[src/rtl/apb_slave_pkg.sv]
// Shared definitions for the APB slave register bank: phase encoding and
// the fixed word map (14 RW words followed by two read-only counters).
package apb_slave_pkg;

    typedef enum logic [1:0] {
        ST_IDLE   = 2'd0,
        ST_SETUP  = 2'd1,
        ST_ACCESS = 2'd2
    } apb_state_t;

    localparam logic [3:0] REG_WRCNT   = 4'd14;
    localparam logic [3:0] REG_ERRCNT  = 4'd15;
    localparam logic [3:0] LAST_RW_REG = 4'd13;
    localparam int         NUM_RW      = 14;

endpackage

[src/rtl/apb_slave_fsm.sv]
// APB phase tracker. Follows IDLE/SETUP/ACCESS, latches the setup-phase
// address/direction and flags reads to capture, writes to commit and
// malformed transfers to count.
module apb_slave_fsm
    import apb_slave_pkg::*;
(
    input  logic       i_clk,
    input  logic       i_rst_n,
    input  logic       i_sel,
    input  logic       i_penable,
    input  logic       i_pwrite,
    input  logic [3:0] i_off,
    output logic       o_rd_capture,
    output logic       o_wr_commit,
    output logic       o_err_pulse,
    output logic [3:0] o_addr_q,
    output logic       o_write_q
);

    apb_state_t r_state;
    apb_state_t w_state_nxt;
    logic [3:0] r_addr_q;
    logic       r_write_q;
    logic       w_capture;

    // Phase register plus the setup-phase captures
    always_ff @(posedge i_clk or negedge i_rst_n) begin
        if (!i_rst_n) begin
            r_state   <= ST_IDLE;
            r_addr_q  <= 4'd0;
            r_write_q <= 1'b0;
        end else begin
            r_state <= w_state_nxt;
            if (w_capture) begin
                r_addr_q  <= i_off;
                r_write_q <= i_pwrite;
            end
        end
    end

    // Next phase and per-edge event strobes; access must repeat the setup
    // address and direction or the transfer is dropped as an error
    always_comb begin
        w_state_nxt = r_state;
        w_capture   = 1'b0;
        o_wr_commit = 1'b0;
        o_err_pulse = 1'b0;
        case (r_state)
            ST_IDLE: begin
                if (i_sel && !i_penable) begin
                    w_state_nxt = ST_SETUP;
                    w_capture   = 1'b1;
                end else if (i_sel && i_penable) begin
                    o_err_pulse = 1'b1;
                end
            end
            ST_SETUP: begin
                if (i_sel && i_penable) begin
                    w_state_nxt = ST_ACCESS;
                    if (i_off != r_addr_q || i_pwrite != r_write_q)
                        o_err_pulse = 1'b1;
                    else if (r_write_q)
                        o_wr_commit = 1'b1;
                end else begin
                    w_state_nxt = ST_IDLE;
                    o_err_pulse = 1'b1;
                end
            end
            ST_ACCESS: begin
                if (i_sel && !i_penable) begin
                    w_state_nxt = ST_SETUP;
                    w_capture   = 1'b1;
                end else begin
                    w_state_nxt = ST_IDLE;
                end
            end
            default: w_state_nxt = ST_IDLE;
        endcase
        o_rd_capture = w_capture && !i_pwrite;
    end

    assign o_addr_q  = r_addr_q;
    assign o_write_q = r_write_q;

endmodule

[src/rtl/apb_slave_regbank.sv]
// APB slave with 14 RW words, a committed-write counter (word 14) and a
// protocol-error counter (word 15). Read data is sampled at the setup edge
// so it is stable for the whole access phase.
module apb_slave_regbank
    import apb_slave_pkg::*;
#(
    parameter int          SLV_IDX   = 0,
    parameter int          NREGS     = 16,
    parameter logic [31:0] RESET_VAL = 32'h0000_0000
) (
    input  logic        hclk,
    input  logic        hresetn,
    input  logic [2:0]  pselx,
    input  logic        penable,
    input  logic        pwrite,
    input  logic [31:0] paddr,
    input  logic [31:0] pwdata,
    output logic [31:0] prdata
);

    logic [31:0] r_regs [NUM_RW];
    logic [31:0] r_wr_cnt;
    logic [31:0] r_err_cnt;
    logic [31:0] r_prdata;

    logic        w_sel;
    logic [3:0]  w_off;
    logic        w_rd_capture;
    logic        w_wr_commit;
    logic        w_err_pulse;
    logic [3:0]  w_addr_q;
    logic        w_write_q;
    logic        w_wr_en;
    logic [31:0] w_words [NREGS];
    logic        w_unused_bits;

    assign w_sel   = pselx[SLV_IDX];
    assign w_off   = paddr[5:2];
    // Only words 0..13 are writable; writes to the counters vanish quietly
    assign w_wr_en = w_wr_commit && (w_addr_q <= LAST_RW_REG);
    // Other selects and the undecoded address bits are deliberately ignored
    assign w_unused_bits = ^{pselx, paddr[31:6], paddr[1:0], w_write_q};

    apb_slave_fsm u_fsm (
        .i_clk        (hclk),
        .i_rst_n      (hresetn),
        .i_sel        (w_sel),
        .i_penable    (penable),
        .i_pwrite     (pwrite),
        .i_off        (w_off),
        .o_rd_capture (w_rd_capture),
        .o_wr_commit  (w_wr_commit),
        .o_err_pulse  (w_err_pulse),
        .o_addr_q     (w_addr_q),
        .o_write_q    (w_write_q)
    );

    // Flat view of the word map for the read mux
    always_comb begin
        for (int i = 0; i < NREGS; i++) w_words[i] = 32'd0;
        for (int i = 0; i < NUM_RW; i++) w_words[i] = r_regs[i];
        w_words[REG_WRCNT]  = r_wr_cnt;
        w_words[REG_ERRCNT] = r_err_cnt;
    end

    // RW storage, written at the access edge of a well-formed write
    always_ff @(posedge hclk or negedge hresetn) begin
        if (!hresetn) begin
            for (int i = 0; i < NUM_RW; i++) r_regs[i] <= RESET_VAL;
        end else begin
            for (int i = 0; i < NUM_RW; i++)
                if (w_wr_en && w_addr_q == 4'(i)) r_regs[i] <= pwdata;
        end
    end

    // Event counters; both free-run and wrap at 2^32
    always_ff @(posedge hclk or negedge hresetn) begin
        if (!hresetn) begin
            r_wr_cnt  <= 32'd0;
            r_err_cnt <= 32'd0;
        end else begin
            if (w_wr_en)     r_wr_cnt  <= r_wr_cnt + 32'd1;
            if (w_err_pulse) r_err_cnt <= r_err_cnt + 32'd1;
        end
    end

    // Read data register, loaded when a read setup is accepted
    always_ff @(posedge hclk or negedge hresetn) begin
        if (!hresetn)          r_prdata <= 32'd0;
        else if (w_rd_capture) r_prdata <= w_words[w_off];
    end

    assign prdata = r_prdata;

endmodule

[config.mk]
export PLATFORM = sky130hd
export DESIGN_NAME = apb_slave_regbank
export DESIGN_NICKNAME = d
export VERILOG_FILES = /design/src/rtl/apb_slave_pkg.sv /design/src/rtl/apb_slave_fsm.sv /design/src/rtl/apb_slave_regbank.sv
export SDC_FILE = /design/constraint.sdc
export NUM_CORES = 1
export LEC_CHECK = 0
export BUFFER_PORTS_ARGS = -buffer_cell sky130_fd_sc_hd__buf_2
export CAP_MARGIN = 5
export CORE_AREA = 2 2 217 219
export CTS_BUF_LIST = sky130_fd_sc_hd__clkbuf_8
export CTS_CLUSTER_SIZE = 25
export DETAILED_ROUTE_END_ITERATION = 8
export DIE_AREA = 0 0 219 221
export PLACE_DENSITY = 0.81
export SYNTH_ARGS = -nofsm -noshare
export SYNTH_HDL_FRONTEND = slang
export SYNTH_HIERARCHICAL = 1
export SYNTH_SLANG_ARGS = --single-unit
[constraint.sdc]
create_clock -name hclk -period 3.2 [get_ports hclk]
set_input_delay 0 -clock hclk [delete_from_list [all_inputs] [get_ports hclk]]
set_output_delay 0 -clock hclk [all_outputs]
set_load 0.05 [all_outputs]
==> run summary, run 1 <==
The first global-routing pass estimated 92,700 um of wire. The highest ir drop seen on vdd came out at between 0.3 and 0.4 mV. The full die area is 48,400 um^2. The post-detailed-route DRC marker count came out at 0. The proportion of synthesized chip area in sequential cells is 55.2%. The wire-length estimate of the detail-placed layout is approximately 36,000 um. The number of top-level pins is just over 100. The clock network latency to the later pin of the worst-skew pair came out at 670 ps.

The fraction of synthesis flops using an asynchronous set or reset pin came out at between 90% and 100%. The clock-pin slew reported for the worst setup and hold paths after clock tree synthesis is approximately 60 ps. TritonCTS built the clock tree.

The initial antenna violation count came out at 1. The time the worst path needs with I/O delays and setup is 2910 ps. STA classifies the critical path startpoint as a flip-flop. The leftover overflow at the end of global routing came out at 0. The number of buffers and inverters on the critical path is 1. The count of input and output buffers is 72. The post-synthesis cell type count is 42.

The reg-to-reg setup timing slack is between 200 and 300 ps. The final count of hold timing violations was 1. The number of global-route vias before repair is ~16,000. The worst setup skew after layout came out at ~28 ps. The placeable core region is 46,100 um^2.

The part of the cycle the worst path needs is between 90% and 100%. The tightest hold margin came out at -2.92 ps. The reg-to-reg startpoint is u_fsm/o_addr_q[1]. The wire length after detailed routing is 58,300 um. The most used flip-flop cell after synthesis is sky130_fd_sc_hd__dfrtp_1. The wire length per cell after detailed routing came out at 24.0 um. The detail route stage leaves a number of antenna-violating nets equal to 0. STA classifies the critical path endpoint as a flip-flop. The final net count is 1,834. The average instance area after synthesis is 15.3 um^2. For this configuration, the core starts out at a cell density of 54.3%. The signal arrival time at the worst endpoint came out at approximately 3400 ps. The number of buffers inserted by post-CTS setup repair came out at 0. The flow ran to the end, but the final reports show violations. The number of instances resized during post-cts repair is 0.

The total length of routed met2 wires is 28,300 um. The min-delay analysis places its worst path in the category in -> async. The wire length on met3 came out at 2970 um.

The class of the most critical setup path is reg -> reg. The final-report setup violation count came out at 0. The deepest level of the CTS H-tree came out at 3.

Traced cell by cell, the critical path runs through xor2_1 > nor4_1 > and4_1 > nand3b_1 > or3_2 > buf_4 > mux2_1. Setup repair after global routing left no endpoint under its margin. The cell leakage power came out at 13.8 nW. The number of design-rule violations left by the first detailed-router iteration is 1,268. The synthesized design contains 0 enable-type register cells. The proportion of layout cells with a drive suffix above 1 is 44.2%. The post-synthesis cell area came out at 25,000 um^2.

The areal power density over the cells is between 500 and 600 nW/um^2. The CTS sink count is about 550. For the pin with the worst max-slew slack, the measured transition is 1020 ps.

The count of yosys warnings during synthesis came out at 6. The row count is 79. The maximum number of pins on one net before global-route repair came out at 101. The library cell contributing the largest single delay on the critical path is sky130_fd_sc_hd__dfrtp_1. Counting cells, the worst reg-to-reg path comes to 7. The final reports fail on hold timing.

The max-capacitance violation count is 0. The sum of negative setup slack came out at 0 ps. Using the TritonRoute via totals, the vias-per-cell ratio works out to just over 6.

The placed instances occupy a cell area of 26,300 um^2. The repair_antennas step left the layout with diodes totalling 0. The synthesis-to-layout area growth came out at 13.4%.

In this run the tightest slew margin relative to its limit is 31.4%. The critical-path maximum fanout came out at 22. Buffers inserted to repair hold after CTS numbered 38.

Tracing the worst setup path back leads to its startpoint at u_fsm/o_addr_q[1]. Summing internal, switching and leakage power gives between 10 and 15 mW. The overall fraction of global-route tracks in use came out at 24.9%. The final-layout fill cell count is 3,395.

The final instance area came out at 28,300 um^2. The largest single stage delay on the critical path is about 460 ps. The first-pass iteration count of the detailed router came out at 5. Across all layers, the routed design uses 15,100 vias. The clock tree buffer depth is 3. The clock buffer count from CTS is 88. Derived from the worst setup path, the maximum achievable clock frequency is 344 MHz. The tree is rooted in a sky130_fd_sc_hd__clkbuf_8. The endpoint identified for the worst register-to-register timing path is r_regs[412]. The number of max-slew violations in the final report is 0.

After synthesis the netlist holds a flip-flop and latch count of 551. In the final layout, the multi-input gates occupy about 11,000 um^2. At the worst endpoint, the required time is 3710 ps.

The synthesized netlist cell count is between 1,500 and 2,000. The number of nets produced by synthesis is 1,703. The sum of routed wire segments on met1 is 25,500 um. In this design, the largest share of critical-path delay is due to simple AND/OR/NAND/NOR gates. At the end of routability-driven placement, the weighted congestion stood at 0.810.

The overall die width is 219 um. In this run the vertical extent of the chip is 221 um. Routed signal wires occupy layers up through met5. The register area is 13,800 um^2.
[placed cells by master (no fill, tap or decap), types with 32 or more instances in the layout]
| master | count |
|---|---|
| sky130_fd_sc_hd__inv_1 | 32 |
| sky130_fd_sc_hd__mux2_1 | 93 |
| sky130_fd_sc_hd__xnor2_1 | 44 |
| sky130_fd_sc_hd__buf_4 | 49 |
| sky130_fd_sc_hd__mux2_2 | 394 |
| sky130_fd_sc_hd__buf_2 | 68 |
| sky130_fd_sc_hd__o22ai_1 | 64 |
| sky130_fd_sc_hd__mux4_2 | 128 |
| sky130_fd_sc_hd__a21oi_1 | 33 |
| sky130_fd_sc_hd__dlygate4sd3_1 | 38 |
| sky130_fd_sc_hd__clkbuf_8 | 113 |
| sky130_fd_sc_hd__dfrtp_1 | 551 |
[report_power, final]
group | leakage [nW] | total, mW | switching (mW) | internal [mW]
clock network | 0.997 | 5.81 | 2.67 | 3.14
registers | 7.60 | 7.32 | 0.181 | 7.14
logic | 5.23 | 1.29 | 0.890 | 0.403
total | 13.8 | 14.4 | 3.74 | 10.7
[layer usage]
| metal | GRT usage [%] | vias to the layer above |
|---|---|---|
| met5 | 0 | - |
| met4 | 8.39 | 2 |
| met3 | 4.44 | 118 |
| met2 | 39.1 | 441 |
| met1 | 35.6 | 8198 |
| li1 | - | 6343 |
[synth_stat cells (14+ instances only)]
cell,number,area [um^2]
sky130_fd_sc_hd__a21oi_1,33,165
sky130_fd_sc_hd__and3_1,14,87.6
sky130_fd_sc_hd__buf_2,53,265
sky130_fd_sc_hd__buf_4,15,113
sky130_fd_sc_hd__clkbuf_1,59,221
sky130_fd_sc_hd__dfrtp_1,551,13800
sky130_fd_sc_hd__mux2_1,93,1050
sky130_fd_sc_hd__mux2_2,394,4440
sky130_fd_sc_hd__mux4_2,128,2880
sky130_fd_sc_hd__nand2_1,24,90.1
sky130_fd_sc_hd__nand3_1,27,135
sky130_fd_sc_hd__nand4_1,27,169
sky130_fd_sc_hd__nor2_1,18,67.6
sky130_fd_sc_hd__o22ai_1,64,400
sky130_fd_sc_hd__xnor2_1,44,385
sky130_fd_sc_hd__xor2_1,23,201
[registers in the layout, indices dropped and copies added, names as in the netlist]
register / flops
r_regs: 448
prdata: 32
r_err_cnt: 32
r_wr_cnt: 32
u_fsm/o_addr_q: 4
u_fsm/r_state: 2
u_fsm/o_write_q: 1
[metrics by stage]
stage | std cells | hold WS (ps) | util (%) | worst slack, ps
2_1_floorplan | 1630 | -296 | - | 726
3_3_place_gp | 2240 | 121 | 57.0 | 403
4_1_cts | 2428 | 14.5 | 61.5 | 298
5_1_grt | 2428 | 69.8 | 61.5 | 158
3_5_place_dp | 2240 | 137 | 57.0 | 349
6_report | 2428 | -2.92 | 61.5 | 294
[kinds of logic (layout without fill, tap and decap cells)]
logic type	Yosys count	in the layout	synth area share (%)
AOI/OAI and AO/OA	98	98	2.29
xor gates and xnor gates	67	67	2.35
adders and majority gates	2	2	0.100
buffers and inverters	137	328	2.70
DFF	551	551	55.2
muxes	615	615	33.5
and+or+nand+nor	160	160	3.90
[how the worst max path moves through the flow]
stage                       end  slack, ps  depth (start not counted)
finish              r_regs[412]        290                          7
global route        r_regs[412]        160                          7
floorplan            r_regs[33]        730                          9
global placement    r_regs[396]        400                          7
CTS                 r_regs[412]        300                          7
detailed placement  r_regs[412]        350                          7
[area by class of cell]
class / count / area share, %
Clock buffer: 113 / 5.49
Clock inverter: 37 / 0.556
Inverter: 2 / 0.0265
Multi-Input combinational cell: 942 / 37.4
Sequential cell: 551 / 48.6
Tap cell: 607 / 2.68
Timing Repair Buffer: 176 / 5.24
No activity file was read; power rests on OpenSTA's default activity.
==> run 2, diff against run 1 <==
--- a/config.mk
+++ b/config.mk
@@ -7,12 +7,12 @@
 export LEC_CHECK = 0
 export BUFFER_PORTS_ARGS = -buffer_cell sky130_fd_sc_hd__buf_2
 export CAP_MARGIN = 5
-export CORE_AREA = 2 2 217 219
+export CORE_AREA = 2 2 239 241
 export CTS_BUF_LIST = sky130_fd_sc_hd__clkbuf_8
 export CTS_CLUSTER_SIZE = 25
 export DETAILED_ROUTE_END_ITERATION = 8
-export DIE_AREA = 0 0 219 221
-export PLACE_DENSITY = 0.81
+export DIE_AREA = 0 0 241 243
+export PLACE_DENSITY = 0.7
 export SYNTH_ARGS = -nofsm -noshare
 export SYNTH_HDL_FRONTEND = slang
 export SYNTH_HIERARCHICAL = 1
==> run 2 against run 1 <==
Against the previous run: the flow now finishes without violations; clock power up 3%; setup slack got worse by 12 ps; non-clock buffer count decreased by 6; count of clock-buffer cells in the layout up 2; clock skew rose by 9.2 ps; wire length rose by 3.9%; highest routed layer is now met4.
==> run summary, run 2 (synthesis results as in run 1) <==
The row count is 87. The power share of the clock group is 41.0%. The H-tree was split into 3 levels.

The post-detailed-route DRC marker count came out at 0. The clock tree buffer depth came out at 3. During I/O placement, the number of pins put on the boundary was just over 100. Fill cells in the final layout number around 4,800. The register with the most flip-flops in the layout has 448 of them.

The largest individual stage delay along the critical path comes from the cell sky130_fd_sc_hd__or3_2. The count of input and output buffers is slightly above 70. In the final routed layout, each cell accounts on average for between 20 and 25 um.

The logic gate share of total power is a little under 9%. The placeable core region came out at 56,000 um^2. The family of cells with the greatest summed delay on the critical path is simple AND/OR/NAND/NOR gates. The tightest hold margin came out at 204 ps. The final count of hold timing violations came to 0. The vertical extent of the die came out at approximately 240 um. The final net count is ~1,800. The worst stage delay on the critical path came out at 480 ps. Overall power consumption after layout is estimated at about 15 mW.

Internal power comes to roughly 11 mW. The final-report setup violation count came out at 0. The endpoint kind of the worst setup timing path is a flip-flop.

Once layout is complete, the cells apart from fillers number 2,573. The number of max-slew violations in the final report is 0. Relative to the synthesized area, the layout overhead comes to 13.9%.

The min-delay analysis places its worst path in the category in -> reg. The switching power came out at 3.83 mW. The flow ran to the end, and the final reports show no timing, DRC or antenna violations. The final design utilization is just over 50%. CTS placed an instance of sky130_fd_sc_hd__clkbuf_8 at the clock tree root. The first-pass iteration count of the detailed router is 5.

Net switching is about a quarter of the power. The sequential fraction of design power came out at roughly 50%. STA puts the critical path data arrival time at between 3000 and 4000 ps.

The die covers 58,600 um^2. Counting stages on the worst path, the most repeated cell is sky130_fd_sc_hd__buf_4. The critical path contains buffers and inverters numbering 2 combined. The initial utilization of the core area, before any placement, comes to 44.7%. The initial antenna violation count came out at 2.

The signal on the critical path passes through xor2_1 > nor4_1 > and4_1 > buf_4 > nand3b_1 > or3_2 > buf_4 > mux2_1. The remaining number of nets flagged by the antenna check after routing came out at 0. For this block, the routed nets add up to 60,600 um of wire. Of all nets on the critical path, the largest fanout is 17. The multi-input combinational cells in the finished layout cover a total of roughly 11,000 um^2.

The CTS sink count is 551. For this design the static power due to leakage is between 10 and 15 nW. The clock network latency to the later pin of the worst-skew pair came out at 700 ps. The peak clock frequency supported by timing is 343 MHz. The routability congestion estimate is 0.804. The transition time at the pin with the least slew margin is 1070 ps. The clock-pin slew reported for the worst setup and hold paths after clock tree synthesis is roughly 60 ps. The first global-routing pass estimated roughly 95,000 um of wire.

Setup repair after global routing left no endpoint under its margin. The maximum number of pins on one net before global-route repair is 105. Global routing used 21.5% of the available tracks across all layers. From left edge to right edge, the die measures 241 um. TritonCTS built the clock tree.

The final setup slack of the worst path is 281 ps. The sum of negative setup slack came out at 0 ps. The areal power density over the cells came out at 512 nW/um^2.

The time the worst path needs with I/O delays and setup is slightly below 3000 ps. The total half-perimeter wirelength after legalization and detailed placement is ~37,000 um. The required time of the critical path came out at 3740 ps. The number of global-route vias before repair was 16,200.

The final instance area came out at 28,500 um^2. r_regs holds more flip-flops than any other register. The tightest slew margin relative to the limit is 28.5%. The proportion of layout cells with a drive suffix above 1 is 44.0%. The instance count after placement with tap cells included is 2,381. By startpoint and endpoint, the worst setup path is classified as reg -> reg. Global routing finished with a remaining overflow of 0.

In the routed layout, each cell is associated on average with a via count of 5.77. The startpoint type of the worst setup path is a flip-flop. The max-capacitance violation count came out at 0.

The library cell used most frequently in the layout, excluding fill and tap cells, is sky130_fd_sc_hd__dfrtp_1. Leaving out fill and tap cells, the most frequent cells in the layout are 551 x sky130_fd_sc_hd__dfrtp_1, 394 x sky130_fd_sc_hd__mux2_2, 128 x sky130_fd_sc_hd__mux4_2. The number of buffers inserted by post-CTS setup repair is 0. Detailed routing inserted a total of 14,900 vias.

The post-placement worst setup slack is ~340 ps. The register area is 13,800 um^2. The final critical path takes up about nine tenths of the cycle. The number of design-rule violations left by the first detailed-router iteration came out at 1,154. The highest ir drop seen on vdd is 0.428 mV.

The post-placement cell area is 26,300 um^2. For the final database, setup skew stands at ~37 ps. The clock buffer count from CTS came out at 90.
==> run 2: timing repair <==
item,in CTS,in global routing
gates resized for setup,0,0
hold endpoints to repair,848,0
hold buffers,40,0
==> run 2: worst min-delay path, delay by kind of cell <==
family,cells,cell delay (ps)
muxes,1,370
buffers and inverters,2,440
==> run 2: cell type report <==
class / instances / share of cell area [%]
Inverter: 2 / 0.0264
Sequential cell: 551 / 48.4
Timing Repair Buffer: 170 / 4.77
Clock buffer: 115 / 5.56
Tap cell: 756 / 3.32
Antenna cell: 2 / 0.0176
Multi-Input combinational cell: 942 / 37.2
Clock inverter: 35 / 0.624
==> run 2: final timing paths <==
path / cells past startpoint / to / from / slack [ps]
max: 8 / r_regs[363] / u_fsm/o_addr_q[1] / 280
max in group asynchronous: 4 / r_regs[35] / hresetn / 1660
min: 3 / u_fsm/o_addr_q[2] / paddr[4] / 200
max reg2reg: 8 / r_regs[363] / u_fsm/o_addr_q[1] / 280
min in group asynchronous: 3 / r_regs[413] / hresetn / 550
min reg2reg: 1 / u_fsm/r_state[1] / u_fsm/r_state[1] / 440
==> run 2: layer usage <==
layer / up-vias / wire [um] / part of all wire (%) / GRT usage, %
met5: - / 0 / 0 / 0
met4: 0 / 1520 / 2.5 / 6.52
met3: 112 / 3590 / 5.9 / 4.49
met2: 420 / 29200 / 48 / 34.4
met1: 7971 / 26300 / 43 / 29.7
li1: 6352 / - / - / -
==> run 2: power by group through the flow <==
stage | Clock (mW) | Sequential, mW | Combinational, mW
global placement | 0 | 7.43 | 1.24
floorplan | 0 | 7.67 | 0.500
global route | 6.46 | 7.33 | 1.40
CTS | 6.13 | 7.31 | 1.32
detailed placement | 0 | 7.43 | 1.27
finish | 5.97 | 7.31 | 1.30
